--- src/rtl/line_anim_engine.sv ---
`default_nettype none
// ============================================================================
// Module      : line_anim_engine
// Description : Pixel-write engine for the translating-line demo. A Bresenham
//               line is drawn, erased and redrawn one column to the right on
//               every update tick; a synchronised clear request sweeps the
//               framebuffer black in raster order.
// Revision    : 1.0 - initial release
// ============================================================================
module line_anim_engine #(
    parameter int DIV_BIT = 21,
    parameter int X0      = 0,
    parameter int Y0      = 0,
    parameter int X1      = 100,
    parameter int Y1      = 50
) (
    input  logic        clk,
    input  logic        reset_n,
    input  logic        clear_async,
    output logic [10:0] x,
    output logic [10:0] y,
    output logic        pixel_color,
    output logic        pixel_write
);

    localparam int c_DX_I   = X1 - X0;
    localparam int c_DY_I   = Y1 - Y0;
    localparam int c_ADX    = (c_DX_I < 0) ? -c_DX_I : c_DX_I;
    localparam int c_ADY    = (c_DY_I < 0) ? -c_DY_I : c_DY_I;
    localparam logic c_MAJ_X = (c_ADX >= c_ADY);
    localparam int c_N      = c_MAJ_X ? c_ADX : c_ADY;
    localparam int c_M      = c_MAJ_X ? c_ADY : c_ADX;
    localparam logic c_SX_NEG = (c_DX_I < 0);
    localparam logic c_SY_NEG = (c_DY_I < 0);
    localparam int c_XMAX_I = (X0 > X1) ? X0 : X1;

    localparam logic [10:0] c_X0        = 11'(X0);
    localparam logic [10:0] c_Y0        = 11'(Y0);
    localparam logic [10:0] c_N_CNT     = 11'(c_N);
    localparam logic [10:0] c_OFF_LIM   = 11'(639 - c_XMAX_I);
    localparam logic [10:0] c_PX_LAST   = 11'd639;
    localparam logic [10:0] c_PY_LAST   = 11'd479;
    localparam logic signed [13:0] c_ERR0     = 14'(2 * c_M - c_N);
    localparam logic signed [13:0] c_ERR_STR  = 14'(2 * c_M);
    localparam logic signed [13:0] c_ERR_DIAG = 14'(2 * c_M - 2 * c_N);

    localparam logic [1:0] c_ST_DRAW  = 2'd0;
    localparam logic [1:0] c_ST_IDLE  = 2'd1;
    localparam logic [1:0] c_ST_ERASE = 2'd2;
    localparam logic [1:0] c_ST_MOVE  = 2'd3;

    logic        r_sync1, r_sync2, r_div_bit_q;
    logic [31:0] r_div;
    logic        w_clr, w_tick, w_unused;

    logic [1:0]         r_state, w_state;
    logic [10:0]        r_px, w_px, r_py, w_py, r_off, w_off;
    logic [10:0]        r_cx, w_cx, r_cy, w_cy, r_cnt, w_cnt;
    logic signed [13:0] r_err, w_err;
    logic [10:0]        r_x, w_x, r_y, w_y;
    logic               r_color, w_color, r_write, w_write;
    logic [10:0]        w_line_off;
    logic               w_load, w_minor;

    assign w_clr    = r_sync2;
    assign w_tick   = r_div[DIV_BIT] & ~r_div_bit_q;
    assign w_unused = ^r_div;

    always_ff @(posedge clk) begin
        if (!reset_n) begin
            r_sync1     <= 1'b0;
            r_sync2     <= 1'b0;
            r_div       <= '0;
            r_div_bit_q <= 1'b0;
        end else begin
            r_sync1     <= clear_async;
            r_sync2     <= r_sync1;
            r_div_bit_q <= r_div[DIV_BIT];
            r_div       <= w_clr ? 32'd0 : r_div + 32'd1;
        end
    end

    always_ff @(posedge clk) begin
        if (!reset_n) begin
            r_state <= c_ST_DRAW;
            r_px    <= '0;
            r_py    <= '0;
            r_off   <= '0;
            r_cx    <= c_X0;
            r_cy    <= c_Y0;
            r_err   <= c_ERR0;
            r_cnt   <= c_N_CNT;
            r_x     <= '0;
            r_y     <= '0;
            r_color <= 1'b0;
            r_write <= 1'b0;
        end else begin
            r_state <= w_state;
            r_px    <= w_px;
            r_py    <= w_py;
            r_off   <= w_off;
            r_cx    <= w_cx;
            r_cy    <= w_cy;
            r_err   <= w_err;
            r_cnt   <= w_cnt;
            r_x     <= w_x;
            r_y     <= w_y;
            r_color <= w_color;
            r_write <= w_write;
        end
    end

    always_comb begin
        w_state    = r_state;
        w_px       = r_px;
        w_py       = r_py;
        w_off      = r_off;
        w_cx       = r_cx;
        w_cy       = r_cy;
        w_err      = r_err;
        w_cnt      = r_cnt;
        w_x        = r_x;
        w_y        = r_y;
        w_color    = r_color;
        w_write    = 1'b0;
        w_line_off = r_off;
        w_load     = 1'b0;
        w_minor    = 1'b0;

        if (w_clr) begin
            w_x     = r_px;
            w_y     = r_py;
            w_color = 1'b0;
            w_write = 1'b1;
            if (r_px == c_PX_LAST) begin
                w_px = '0;
                w_py = (r_py == c_PY_LAST) ? 11'd0 : r_py + 11'd1;
            end else begin
                w_px = r_px + 11'd1;
            end
            w_state    = c_ST_DRAW;
            w_off      = '0;
            w_line_off = '0;
            w_load     = 1'b1;
        end else begin
            case (r_state)
                c_ST_DRAW, c_ST_ERASE: begin
                    w_x     = r_cx;
                    w_y     = r_cy;
                    w_color = (r_state == c_ST_DRAW);
                    w_write = 1'b1;
                    if (r_cnt == 11'd0) begin
                        w_state = (r_state == c_ST_DRAW) ? c_ST_IDLE : c_ST_MOVE;
                    end else begin
                        w_cnt = r_cnt - 11'd1;
                        // Strict '>' makes exact half-way points stay on the A side.
                        if (r_err > 14'sd0) begin
                            w_minor = 1'b1;
                            w_err   = r_err + c_ERR_DIAG;
                        end else begin
                            w_err   = r_err + c_ERR_STR;
                        end
                        if (c_MAJ_X || w_minor)
                            w_cx = c_SX_NEG ? r_cx - 11'd1 : r_cx + 11'd1;
                        if (!c_MAJ_X || w_minor)
                            w_cy = c_SY_NEG ? r_cy - 11'd1 : r_cy + 11'd1;
                    end
                end
                c_ST_IDLE: begin
                    if (w_tick) begin
                        w_state = c_ST_ERASE;
                        w_load  = 1'b1;
                    end
                end
                default: begin
                    w_off      = (r_off >= c_OFF_LIM) ? 11'd0 : r_off + 11'd1;
                    w_line_off = w_off;
                    w_load     = 1'b1;
                    w_state    = c_ST_DRAW;
                end
            endcase
        end

        if (w_load) begin
            w_cx  = c_X0 + w_line_off;
            w_cy  = c_Y0;
            w_err = c_ERR0;
            w_cnt = c_N_CNT;
        end
    end

    assign x           = r_x;
    assign y           = r_y;
    assign pixel_color = r_color;
    assign pixel_write = r_write;

endmodule
`default_nettype wire

--- config.mk ---
export PLATFORM = sky130hd
export DESIGN_NAME = line_anim_engine
export DESIGN_NICKNAME = d
export VERILOG_FILES = /design/src/rtl/line_anim_engine.sv
export SDC_FILE = /design/constraint.sdc
export NUM_CORES = 1
export LEC_CHECK = 0
export CAP_MARGIN = 20
export CORE_MARGIN = 2
export CORE_UTILIZATION = 50
export CTS_CLUSTER_SIZE = 14
export DETAILED_ROUTE_END_ITERATION = 7
export PLACE_DENSITY_LB_ADDON = 0.2
export RECOVER_POWER = 50
export SLEW_MARGIN = 10
export SYNTH_ARGS = -nofsm -noshare
export SYNTH_HDL_FRONTEND = slang
export SYNTH_SLANG_ARGS = --single-unit
--- constraint.sdc ---
create_clock -name clk -period 3.7 [get_ports clk]
set_input_delay 0.555 -clock clk [delete_from_list [all_inputs] [get_ports clk]]
set_output_delay 0.555 -clock clk [all_outputs]
set_load 0.01 [all_outputs]
# == After elaboration in Yosys (flattened, before gate mapping) ==
# Cells that the tools add are included.
# totals
register_bits,141
in_bits,3
# classes
order_cmp,2
addsub,9
eq_ne,8
reduce_logical,13
bitwise_logic,5
muxes,27
# ops
operator,n
two-way mux 11 bit,13
adder 11 x 1 -> 11 bit (second input constant),5
adder 32 x 1 -> 32 bit (second input constant),1
adder 14 x 8 -> 14 bit (second input constant),2
greater-than comparator 14 x 1 -> 1 bit (second input constant),1
two-way mux 14 bit,1
== test 11 x 10 -> 1 bit (second input constant),1
== test 11 x 9 -> 1 bit (second input constant),1
greater-or-equal comparator 11 x 10 -> 1 bit (second input constant),1
zero test 11 bit,1
subtractor 11 x 1 -> 11 bit (second input constant),1
two-way mux 1 bit,8
two-way mux 2 bit,3
inequality test 2 bit (second input constant),3
AND reduction 3 bit,2
OR reduction 2 bit,3
NOT 1 bit,4
one-hot mux 2 bit (2 select lines),1
AND reduction 2 bit,2
AND reduction 4 bit,1
nonzero test 2 bit,2
OR reduction 3 bit,1
== test 2 x 1 -> 1 bit (second input constant),1
== test 2 bit (second input constant),1
4 further kinds,4

# == Depth between registers and ports, before layout ==
# Gate-level depths: netlist of the first run.
# depth
depth_word,7
depth_mapped,11
depth_no_buf,10

# == Worst setup path before layout of the first run ==
# OpenSTA, ideal clock, no wires.
# synth_timing
path_type,register -> register
from,register r_state[0]
to,register r_cx[10]
n_path_buf,3
setup_time_ns,0.070
path_slack_ns,1.013
stages_incl_launch_ff,12
arrival_ns,2.617
synth_period_minus_slack_ns,2.687
cell_sequence,dfxtp_1 -> clkbuf_1 -> clkbuf_1 -> inv_1 -> ha_1 -> or2_2 -> o21ai_0 -> nor2_1 -> o21ai_0 -> buf_2 -> o21ai_0 -> a21oi_1
# synth_between
elab_chain_len,6
# synth_rtl
element,line,text
from (decl),56,"logic [1:0] r_state, w_state;"
from (signal assigned),85,r_state <= c_ST_DRAW;
from (signal assigned),98,r_state <= w_state;
== test 2 bit / zero test 2 bit (equally long branches),146,case (r_state)
OR reduction 2 bit,146,
one-hot mux 1 bit (2 select lines),146,
two-way mux 1 bit,130,if (w_clr) begin
inequality test 2 bit (no line) (tied with other cells),n/a,
AND reduction 3 bit (no line),n/a,
to (signal assigned),102,r_cx <= w_cx;
to (decl),58,"logic [10:0] r_cx, w_cx, r_cy, w_cy, r_cnt, w_cnt;"
# Several ways; a longest one is shown, not always the timed one.
# A chain may end at the register's enable or synchronous reset.

# == Worst setup path in the final report of the first run ==
# layout_timing
from,register r_err[2]
to,register r_err[11]
# layout_between
elab_chain_len,2
# layout_rtl
element,line,text
from (decl),59,"logic signed [13:0] r_err, w_err;"
from (signal assigned),91,r_err <= c_ERR0;
from (signal assigned),104,r_err <= w_err;
adder 14 x 8 -> 14 bit (tied with other cells),161,w_err = r_err + c_ERR_STR;
two-way mux 14 bit (*),157,if (r_err > 14'sd0) begin
# Mark *: on every way between the ends. The rest lies on a longest branch, timed or not.

==> flow_metrics.py, run 1 <==
metrics = {
    "status": {
        "status": "finished with violations",
        "violations": "capacitance limit, slew limit",
    },
    "job": {
        "max_cap_violations": 1,
    },
    "place": {
        "finalWeightedCongestion": 0.858,
        "port_buffers": 26,
        "hpwlAfterDp_mm": 9.52,
    },
    "logic_synthesis": {
        "yosys_most_used_dff": "dfxtp_1",
        "synth_cell_types": 59,
        "yosysSeqAreaShare_pct": 41.3,
        "syn_area_um2": 6250,
        "synth.avg_cell_area_um2": 8.50,
        "syn_inst": 735,
        "synth-edff-count": 0,
        "yosysWarnings": 0,
        "synth-seq-cells": 129,
        "mappedNetlistNets": 760,
        "ys_async_sr_fraction_pct": 0,
    },
    "critical_path": {
        "worstPathMaxFanout": 8,
        "cp-start-kind": "flop",
        "worstPathArrival_ns": 3.33,
        "endpoint_kind": "flop",
        "path_class": "flop to flop",
        "worst_ep_required_time_ns": 4.01,
    },
    "clock_network": {
        "cts_made_buffers": 17,
        "cts.repair.resized": 0,
        "cts_hold_buf": 0,
        "cts_max_level": 4,
        "clk-insertion-delay-late_ns": 0.42,
        "postCtsSetupBuffers": 0,
        "root_buffer": "clkbuf_16",
        "cts.sinks": 129,
        "max-clock-path-buffers": 2,
        "tritoncts": "built",
        "clk_pin_slew_ns": 0.05,
    },
    "sta": {
        "min_period_ns": 3.03,
        "setup_tns_ns": 0,
        "hold_viol": 0,
        "slew_viol_final": 36,
        "maxSlewHeadroom_pct": -6.01,
        "rsz0062_at_grt": "no",
        "fmax_mhz": 330,
        "timing.final.crit_share_pct": 81.9,
        "setup_viol": 0,
        "worstMarginPinSlew_ns": 1.59,
        "timing.hold.ws_ns": 0.446,
        "finClkSkew_ns": 0.00740,
    },
    "routing": {
        "num_vias": 5235,
        "drtIter0Drc": 315,
        "post_drt_wl_per_cell_um": 14.5,
        "drtPass1Iterations": 4,
        "drc": 0,
        "ant_nets": 0,
        "finalWirelength_mm": 13.6,
        "via_per_inst": 5.58,
    },
    "layout": {
        "area_delta_synth_final_pct": 14.8,
        "nets": 786,
        "drive_gt1_share_pct": 6.74,
        "antennaDiodeCount": 0,
    },
    "global_route": {
        "antenna_found_initial": 0,
        "grt_remaining_overflow": 0,
        "grt_pass1_vias": 5085,
        "grt_pass1_wl_mm": 23.6,
        "grt_use_total_pct": 22.2,
        "grt_max_degree": 51,
    },
    "power": {
        "p_leak_nw": 2.78,
        "irDropWorstVdd_mv": 0.310,
        "powerDensity_nw_per_um2": 577,
    },
    "floorplan": {
        "num_io_pins": 27,
        "start_util_pct": 51.6,
        "coreArea_um2": 12100,
        "die_w_um": 116,
        "fp-row-count": 40,
        "die_height_um": 116,
        "die_area_um2": 13400,
    },
    "worst_hold_path": {
        "holdCritPathClass": "flop to flop",
    },
}
==> state kept, by name, summed over array words and instances (netlist names), 2 cells and up <==
name     flops
r_div       22
r_err       12
r_cnt       11
r_cx        11
r_cy        11
r_off       11
r_px        11
r_py        11
x           11
y           11
r_state      2
==> kinds of logic after synthesis <==
| group | share of synthesized area [%] |
|---|---|
| AO/OA/AOI/OAI | 13.0 |
| XOR/XNOR | 9.53 |
| adder cells (fa/ha/maj) | 4.52 |
| buffers and inverters | 3.18 |
| flip-flops | 41.3 |
| multiplexers | 3.84 |
| AND/OR/NAND/NOR | 24.6 |
==> worst max-delay path, stage by stage, from the launching register on <==
cell and delay (ns):
dfxtp_1 0.35, nor4_1 0.45, a31o_2 0.34, inv_1 0.21, ha_1 0.35, a211oi_1 0.34, o21bai_1 0.19, a21o_1 0.23
a31oi_1 0.22, xor2_1 0.15, o21ai_0 0.09
==> placed cells by master, fill, tap and decap left out, types with 7 or more instances in the layout <==
cell           instances
nor2_1               140
dfxtp_1              128
a21oi_1               49
nand2_1               45
xor2_1                40
nand3_1               31
xnor2_1               28
o21ai_0               24
mux2i_1               24
dlygate4sd3_1         24
nand4_1               23
ha_1                  21
and3_1                19
clkbuf_16             17
inv_1                 16
nor3_1                13
a211oi_1               8
nor4_1                 7
==> final timing paths <==
path	depth (start not counted)	endpoint	startpoint	slack [ns]
worst max-delay path	10	r_err[11]$_SDFFE_PP0P_	r_err[2]$_SDFFE_PP0P_	0.67
worst min-delay path	1	r_sync2$_SDFF_PN0_	r_sync1$_SDFF_PN0_	0.45
worst max register to register	10	r_err[11]$_SDFFE_PP0P_	r_err[2]$_SDFFE_PP0P_	0.67
worst min register to register	1	r_sync2$_SDFF_PN0_	r_sync1$_SDFF_PN0_	0.45
==> where the power goes <==
| part | internal, mW | switching [mW] | total [mW] |
|---|---|---|---|
| combinational | 0.470 | 0.582 | 1.05 |
| clock | 0.941 | 0.576 | 1.52 |
| sequential | 1.48 | 0.0945 | 1.57 |
==> synth_stat cells, drive strengths merged (16+ instances only) <==
cell type / count / area [um^2]
nand2: 45 / 169
o21ai: 27 / 139
xor2: 40 / 350
a21oi: 49 / 245
dfxtp: 129 / 2580
clkbuf: 17 / 63.8
nand3: 31 / 155
inv: 16 / 60.1
and3: 19 / 119
nor2: 142 / 538
nand4: 23 / 144
xnor2: 28 / 245
ha: 21 / 263
mux2i: 24 / 240
nor3: 16 / 101
==> layer usage <==
layer	global-route usage [%]	up-vias	wire length, um
met1	27.9	2482	6430
met4	9.52	0	294
li1	-	2631	-
met3	6.33	30	484
met5	0	-	0
met2	35.8	92	6440
==> final cells by class <==
class	count	area [um^2]
multi-input cells	560	3470
clock inverters	6	60.1
flip-flops and latches	129	2580
clock buffers	23	468
inverters	18	67.6
fillers	1099	4940
well taps	168	210
repair buffers	35	318
==> through the flow <==
| step | instances | worst slack (ns) | cell area (um^2) | power, mW | utilization, % |
|---|---|---|---|---|---|
| floorplan | 735 | 1.01 | 6250 | 2.41 | - |
| global placement | 908 | 0.931 | 6640 | 2.60 | 54.8 |
| detailed placement | 909 | 0.768 | 6650 | 2.63 | 54.9 |
| CTS | 938 | 0.708 | 7180 | 4.16 | 59.3 |
| global route | 939 | 0.422 | 7180 | 4.37 | 59.2 |
| finish | 939 | 0.671 | 7180 | 4.14 | 59.2 |
Power figures use the tool's default switching activity.
==> run 2, diff against run 1 <==
- clock period: 3.7 -> 2.8 ns (I/O delays scaled with it)
==> flow_metrics.py, run 2 (synthesis results as in run 1) <==
metrics = {
    "routing": {
        "drc": 0,
        "ant_nets": 0,
        "num_vias": 5240,
        "drtIter0Drc": 362,
        "drtPass1Iterations": 5,
        "post_drt_wl_per_cell_um": 14.6,
        "finalWirelength_mm": 13.8,
        "via_per_inst": 5.53,
    },
    "worst_hold_path": {
        "holdCritPathClass": "flop to flop",
    },
    "layout": {
        "reg_top3": "r_div x22, r_err x12",
        "top_register": "r_div",
        "largest_reg_flops": 22,
        "finalCoreUtilization_pct": 60.6,
        "final_common_cell": "nor2_1",
        "area_delta_synth_final_pct": 17.4,
        "layout_common_cells": "140 x nor2_1, 128 x dfxtp_1, 49 x a21oi_1",
        "nets": 791,
        "drive_gt1_share_pct": 8.60,
        "antennaDiodeCount": 0,
        "post_layout_nonfiller_instances": 947,
    },
    "global_route": {
        "grt_use_total_pct": 22.1,
        "grt_pass1_wl_mm": 23.6,
        "grt_remaining_overflow": 0,
        "antenna_found_initial": 0,
        "grt_max_degree": 36,
        "grt_pass1_vias": 5160,
    },
    "floorplan": {
        "die_w_um": 116,
        "coreArea_um2": 12100,
        "start_util_pct": 51.6,
        "fp-row-count": 40,
        "die_height_um": 116,
        "die_area_um2": 13400,
        "num_io_pins": 27,
    },
    "critical_path": {
        "cp-start-kind": "flop",
        "path_class": "flop to flop",
        "worstPathMaxFanout": 8,
        "worst_ep_required_time_ns": 3.11,
        "cpMaxStageDelayCell": "dfxtp_1",
        "worstPathArrival_ns": 2.92,
        "cpPeakStageDelay_ns": 0.38,
        "endpoint_kind": "flop",
        "path_cells": "nor4_4 > a31o_2 > inv_1 > ha_1 > nor2b_1 > o31a_1 > o21ai_0 > a21oi_1 > mux2i_1 > nand2_1",
    },
    "status": {
        "status": "finished with violations",
        "violations": "capacitance limit, slew limit",
    },
    "clock_network": {
        "clk-insertion-delay-late_ns": 0.42,
        "cts.sinks": 129,
        "cts_made_buffers": 17,
        "clk_pin_slew_ns": 0.06,
        "postCtsSetupBuffers": 0,
        "cts.repair.resized": 0,
        "cts_hold_buf": 0,
        "root_buffer": "clkbuf_16",
        "tritoncts": "built",
        "cts_max_level": 4,
        "max-clock-path-buffers": 2,
    },
    "place": {
        "finalWeightedCongestion": 0.846,
        "dp_cells": 914,
        "port_buffers": 26,
        "hpwlAfterDp_mm": 9.39,
        "pre_cts_ws_ns": 0.0335,
    },
    "sta": {
        "fmax_mhz": 383,
        "timing.final.crit_share_pct": 93.2,
        "setup_viol": 0,
        "fin_ws_ns": 0.189,
        "slew_viol_final": 36,
        "timing.hold.ws_ns": 0.462,
        "finClkSkew_ns": 0.00800,
        "maxSlewHeadroom_pct": -7.17,
        "min_period_ns": 2.61,
        "hold_viol": 0,
        "worstMarginPinSlew_ns": 1.61,
    },
    "power": {
        "powerDensity_nw_per_um2": 791,
        "p_leak_nw": 2.86,
        "irDropWorstVdd_mv": 0.413,
    },
    "job": {
        "max_cap_violations": 1,
    },
}
==> run 2: final cells by class <==
cell class,instances,area [um^2]
fill,1087,4770
multi-input combinational,560,3500
sequential,129,2580
clock buffer,20,467
timing repair buffer,40,354
tap,168,210
clock inverter,12,158
inverter,18,67.6
==> run 2: stage by stage <==
step	TNS, ns	instance area (um^2)	power, mW
floorplan	0	6250	3.18
global placement	0	6690	3.42
detailed placement	0	6690	3.47
CTS	0	7310	5.78
global route	-0.0312	7340	6.12
finish	0	7340	5.80
==> run 2: critical path, delay by kind of cell, from the launching register on <==
kind                     cells  cell delay [ns]
AO/OA/AOI/OAI                4             0.91
adder cells (fa/ha/maj)      1             0.37
buffers and inverters        1             0.15
flip-flops                   1             0.38
multiplexers                 1             0.16
AND/OR/NAND/NOR              3             0.53
==> run 2: report_power, final <==
group	switching, mW	total [mW]	internal [mW]
Clock	0.829	2.30	1.47
Sequential	0.144	2.09	1.95
Combinational	0.756	1.41	0.651
Total	1.73	5.80	4.07
==> run 2: final timing paths <==
kind,startpoint,endpoint,depth (start not counted),slack (ns)
min,r_div[0]$_SDFF_PP0_,r_div[0]$_SDFF_PP0_,1,0.46
min reg2reg,r_div[0]$_SDFF_PP0_,r_div[0]$_SDFF_PP0_,1,0.46
max,r_err[2]$_SDFFE_PP0P_,r_err[10]$_SDFFE_PP0P_,10,0.19
max reg2reg,r_err[2]$_SDFFE_PP0P_,r_err[10]$_SDFFE_PP0P_,10,0.19
==> run 2: routing by layer <==
metal / global-route usage, % / part of all wire, %
met5: 0 / 0
met4: 8.97 / 1.7
met3: 6.22 / 3.5
met2: 36.1 / 48
met1: 27.5 / 47
==> run 3, diff against run 2 <==
- GPL_ROUTABILITY_DRIVEN: unset -> 0
==> results of run 3 <==
The final DEF is identical to that of run 2; final timing and power are the same.
